==> src/rtl/addsub_arb_pkg.sv <==
// Shared constants for the add/sub arbiter: state encodings, requester IDs and the stats counter width.
package addsub_arb_pkg;

  localparam logic [1:0] ST_IDLE = 2'd0;
  localparam logic [1:0] ST_EXEC = 2'd1;
  localparam logic [1:0] ST_DONE = 2'd2;

  localparam logic REQ0 = 1'b0;
  localparam logic REQ1 = 1'b1;

  localparam int CNT_W = 16;

  typedef enum logic [1:0] {
    IDLE = ST_IDLE,
    EXEC = ST_EXEC,
    DONE = ST_DONE
  } state_t;

endpackage

==> src/rtl/addsub_arbiter_rr.sv <==
// Two-way round-robin grant: on a tie, the requester that did not win last time is granted.
// Purely combinational; the caller owns last_grant and decides when a grant is taken.
module rr_arbiter2
  import addsub_arb_pkg::*;
(
  input  logic valid0,
  input  logic valid1,
  input  logic last_grant,
  output logic grant0,
  output logic grant1
);

  always_comb begin
    grant0 = valid0 && (!valid1 || (last_grant == REQ1));
    grant1 = valid1 && (!valid0 || (last_grant == REQ0));
  end

endmodule

==> src/rtl/addsub_arbiter.sv <==
// Shares one external add/sub unit between two requesters; latency: accept at T, response pulse at T+2, next accept T+3.
// No response backpressure; readys only in IDLE. Optional grant counters under ADDSUB_ARB_STATS_EN.
module addsub_arbiter
  import addsub_arb_pkg::*;
#(
  parameter int WIDTH = 8
) (
  input  logic             clk,
  input  logic             reset_n,
  input  logic             req0_valid,
  output logic             req0_ready,
  input  logic [WIDTH-1:0] req0_a,
  input  logic [WIDTH-1:0] req0_b,
  input  logic             req0_sub,
  input  logic [WIDTH-1:0] req0_cin,
  input  logic             req1_valid,
  output logic             req1_ready,
  input  logic [WIDTH-1:0] req1_a,
  input  logic [WIDTH-1:0] req1_b,
  input  logic             req1_sub,
  input  logic [WIDTH-1:0] req1_cin,
  output logic             rsp0_valid,
  output logic             rsp1_valid,
  output logic [WIDTH-1:0] rsp_sum,
  output logic             rsp_cout,
  output logic [WIDTH-1:0] au_a,
  output logic [WIDTH-1:0] au_b,
  output logic             au_sub,
  output logic [WIDTH-1:0] au_cin,
  input  logic [WIDTH-1:0] au_sum,
  input  logic             au_cout
`ifdef ADDSUB_ARB_STATS_EN
  ,
  output logic [CNT_W-1:0] grant_cnt0,
  output logic [CNT_W-1:0] grant_cnt1
`endif
);

  state_t state;
  state_t state_nxt;
  logic   last_grant;
  logic   owner;
  logic   grant0;
  logic   grant1;
  logic   accept;

  rr_arbiter2 u_rr (
    .valid0     (req0_valid),
    .valid1     (req1_valid),
    .last_grant (last_grant),
    .grant0     (grant0),
    .grant1     (grant1)
  );

  assign accept = (state == IDLE) && (grant0 || grant1);

  always_ff @(posedge clk) begin
    if (!reset_n) begin
      state <= IDLE;
    end else begin
      state <= state_nxt;
    end
  end

  // Handshake and response strobes are masked while reset is held so an aborted op leaves no trace.
  always_comb begin
    state_nxt  = state;
    req0_ready = 1'b0;
    req1_ready = 1'b0;
    rsp0_valid = 1'b0;
    rsp1_valid = 1'b0;
    case (state)
      IDLE: begin
        req0_ready = reset_n && grant0;
        req1_ready = reset_n && grant1;
        if (grant0 || grant1) begin
          state_nxt = EXEC;
        end
      end
      EXEC: begin
        state_nxt = DONE;
      end
      DONE: begin
        rsp0_valid = reset_n && (owner == REQ0);
        rsp1_valid = reset_n && (owner == REQ1);
        state_nxt  = IDLE;
      end
      default: begin
        state_nxt = IDLE;
      end
    endcase
  end

  always_ff @(posedge clk) begin
    if (!reset_n) begin
      au_a       <= '0;
      au_b       <= '0;
      au_sub     <= 1'b0;
      au_cin     <= '0;
      owner      <= REQ0;
      last_grant <= REQ1;
      rsp_sum    <= '0;
      rsp_cout   <= 1'b0;
    end else begin
      if (accept) begin
        owner      <= grant1 ? REQ1 : REQ0;
        last_grant <= grant1 ? REQ1 : REQ0;
        au_a       <= grant1 ? req1_a   : req0_a;
        au_b       <= grant1 ? req1_b   : req0_b;
        au_sub     <= grant1 ? req1_sub : req0_sub;
        au_cin     <= grant1 ? req1_cin : req0_cin;
      end
      if (state == EXEC) begin
        rsp_sum  <= au_sum;
        rsp_cout <= au_cout;
      end
    end
  end

`ifdef ADDSUB_ARB_STATS_EN
  always_ff @(posedge clk) begin
    if (!reset_n) begin
      grant_cnt0 <= '0;
      grant_cnt1 <= '0;
    end else begin
      if (req0_ready) begin
        grant_cnt0 <= grant_cnt0 + 1'b1;
      end
      if (req1_ready) begin
        grant_cnt1 <= grant_cnt1 + 1'b1;
      end
    end
  end
`endif

endmodule

==> config.mk <==
export PLATFORM = sky130hd
export DESIGN_NAME = addsub_arbiter
export DESIGN_NICKNAME = d
export VERILOG_FILES = /design/src/rtl/addsub_arb_pkg.sv /design/src/rtl/addsub_arbiter_rr.sv /design/src/rtl/addsub_arbiter.sv
export SDC_FILE = /design/constraint.sdc
export NUM_CORES = 1
export LEC_CHECK = 0
export CORE_MARGIN = 3
export CORE_UTILIZATION = 37
export DETAILED_ROUTE_END_ITERATION = 10
export GPL_ROUTABILITY_DRIVEN = 0
export GPL_TIMING_DRIVEN = 0
export HOLD_SLACK_MARGIN = 0.08
export PLACE_DENSITY_LB_ADDON = 0.25
export SETUP_SLACK_MARGIN = 0.05
export SLEW_MARGIN = 0
export SYNTH_ARGS = -nofsm -noshare
export SYNTH_HDL_FRONTEND = slang
export SYNTH_SLANG_ARGS = --single-unit
==> constraint.sdc <==
create_clock -name clk -period 1.5 [get_ports clk]
set_clock_uncertainty 0.15 [all_clocks]
set_input_delay 0.225 -clock clk [delete_from_list [all_inputs] [get_ports clk]]
set_output_delay 0.225 -clock clk [all_outputs]
set_load 0.1 [all_outputs]
==> impl_metrics.csv <==
group,metric,value,unit
clocking,cts_tree,"built",
floorplanning,coreArea,4140,um^2
synth,ys.flop_type,"dfxtp_1",
cells_and_area,n_antenna_cell,0,
cells_and_area,final_layout_size_suffix_gt1_share,27.6,%
global_route,grt_usage,20.0,%
status,violations,"setup timing",
drt,routed_wirelength,5330,um
pwr,ir_worst_vdd,696,uV
floorplanning,die_area,5290,um^2
synth,netlist_area,1650,um^2
clocking,root_buffer,"clkbuf_8",
synth,ys_seq_area_share,46.2,%
global_route,grt_use_met3,5.37,%
global_route,grt_util_met2,33.7,%
drt,dr_total_vias,1865,
worst_setup_path,critPathMaxStageDelay,0.37,ns
flow_run,drv_cap,0,
floorplanning,ios,101,
synth,ys_seq_elements,38,
placed_design,postPlaceCellArea,2770,um^2
timing,relSlewSlack,67.1,%
timing,report.final.slew_viol_count,0,
synth,syn_avg_cell_area,8.12,um^2
synth,yosysUniqueCellTypes,25,
cells_and_area,finalNonFillerCells,376,
worst_hold_path,hold_class,"primary input to flip-flop",
worst_setup_path,required,1.12,ns
global_route,grt_max_degree,18,
worst_setup_path,cp_cell_sequence,"nor2_4 -> nand2_4 -> a211oi_4 -> buf_12",
timing,fin_crit_sh,110,%
clocking,clock-sinks,38,
global_route,overflow,0,
synth,yosysWarnings,0,
cells_and_area,final_cell_area,2940,um^2
placed_design,post-place-ws,-1.47,ns
floorplanning,die_h,72.7,um
floorplanning,initial_core_util,39.8,%
worst_setup_path,crit_path_top_delay_cell,"dfxtp_4",
synth,yosys.area.top_type,"dfxtp_1",
timing,setup-violations-final,4,
worst_setup_path,crit_path_end_kind,"output pin",
cells_and_area,final_common_cell,"nand2_1",
global_route,grt_pass1_vias,1856,
clocking,htree_levels,2,
worst_setup_path,path_buf_inv,1,
synth,syn_nets,266,
cells_and_area,utilization,71.0,%
cells_and_area,layout_common_cells,"90 x nand2_1, 59 x clkdlybuf4s50_1, 32 x dfxtp_1",
pwr,power.total,3.53,mW
floorplanning,rows,23,
synth,async_flop_share,0,%
timing,worstMarginPinSlew,0.497,ns
floorplanning,die_w,72.7,um
timing,period_minus_slack,1.65,ns
worst_setup_path,cp-start-kind,"flip-flop",
worst_setup_path,path_delay_family,"flip-flops",
pwr,power_leakage,1.26,nW
drt,drtIter0Drc,78,
clocking,path_clk_slew,0.07,ns
timing,rsz0062_at_grt,"true",
drt,drc,0,
synth,synth_edf_count,0,
synth,synth_area_leaders,"dfxtp_1 46%, nand2_1 21%, a32oi_1 12%",
pwr,power_per_cell_area,1200,nW/um^2
clocking,cts_buffers,5,
placed_design,io_buffer_count,99,
global_route,gr-usage-met1,24.7,%
drt,ant_nets,0,
global_route,grt_pass1_wl,8410,um
cells_and_area,fin_nets,388,
global_route,antenna_found_initial,0,
global_route,busiest_layer,"met2",
clocking,clockBufferDepth,2,
cells_and_area,syn2layout_area_growth,78.6,%
timing,fmax,605,MHz
drt,avgViaCountPerCell,4.96,
synth,synth_top_area_share,46.2,%
worst_setup_path,critPathMaxFanout,4,
timing,postLayoutSetupSlackWorst,-0.153,ns
timing,hold_viol,0,
cells_and_area,nFillCells,350,
drt,drt_first_pass_iters,4,
placed_design,hpwl,3770,um
worst_setup_path,arrival,1.28,ns
synth,synth_cells,203,
status,status,"finished with violations",
worst_setup_path,worstSetupPathType,"flip-flop to output pin",
drt,wl_per_cell,14.2,um
placed_design,place_inst,352,
clocking,clock_latency,0.28,ns
==> cells in the mapped netlist (all sizes together), types with 2 or more instances <==
cell type  instances
nand2             92
dfxtp             38
a32oi             23
a21oi             12
buf               12
inv                4
nor2               4
clkbuf             3
a311oi             2
nand3              2
==> worst min-delay path, cell delays in order <==
cell and delay, ns:
buf_8 0.12, nand3_4 0.10, buf_4 0.11, a32oi_1 0.04
==> cell families (layout without fill, tap and decap cells) <==
family	Yosys count	count (layout)	synth area share (%)
AND/OR/NAND/NOR	104	104	26.3
AO/OA/AOI/OAI	42	42	20.0
flip-flops	38	38	46.2
buffers and inverters	19	142	7.44
==> sequential cells by signal (all words and copies together) (netlist names) <==
register,flops
au_a,8
au_b,8
au_cin,8
au_sub,1
last_grant,1
owner,1
rsp_cout,1
rsp_sum,8
state,2
==> per-layer routing <==
metal	wire length [um]	part of all wire (%)	up-vias
li1	-	-	941
met4	58	1.1	0
met2	2520	47	80
met3	474	8.9	7
met1	2270	43	837
met5	0	0	-
==> area by class of cell <==
class / count / area [um^2] / area share (%)
plain buffers: 14 / 139 / 4.72
flip-flops and latches: 38 / 773 / 26.3
well taps: 50 / 62.6 / 2.13
clock inverters: 1 / 5.00 / 0.170
repair buffers: 116 / 1030 / 34.9
multi-input cells: 146 / 831 / 28.2
clock buffers: 7 / 86.3 / 2.93
inverters: 4 / 17.5 / 0.595
==> worst paths after layout <==
check / startpoint / to / slack (ns) / depth (start not counted)
min: reset_n / au_cin[2] / 0.22 / 4
max: state[1] / req0_ready / -0.15 / 4
min reg2reg: au_b[7] / au_b[7] / 0.29 / 2
max reg2reg: last_grant / au_cin[6] / 0.11 / 6
==> repair_timing <==
item / 4_1_cts / 5_1_grt
setup endpoints to repair: 66 / 36
resized for setup: 214 / 25
buffers inserted: 9 / 5
hold endpoints to repair: 4 / 0
hold buffers: 3 / 0
pin swaps: 5 / 3
==> per-stage QoR <==
step / hold WS, ns / TNS [ns]
floorplan: 0.211 / -0.834
global placement: 0.283 / -25.48
detailed placement: 0.289 / -25.72
CTS: 0.114 / -0.346
global route: 0.234 / -0.490
finish: 0.220 / -0.339
==> where the power goes <==
| group | total [mW] | switching, mW | leakage, nW | internal [mW] |
|---|---|---|---|---|
| logic | 1.61 | 1.15 | 0.897 | 0.460 |
| clock network | 0.721 | 0.350 | 0.0482 | 0.371 |
| registers | 1.20 | 0.0634 | 0.317 | 1.13 |
Power figures use the tool's default switching activity.
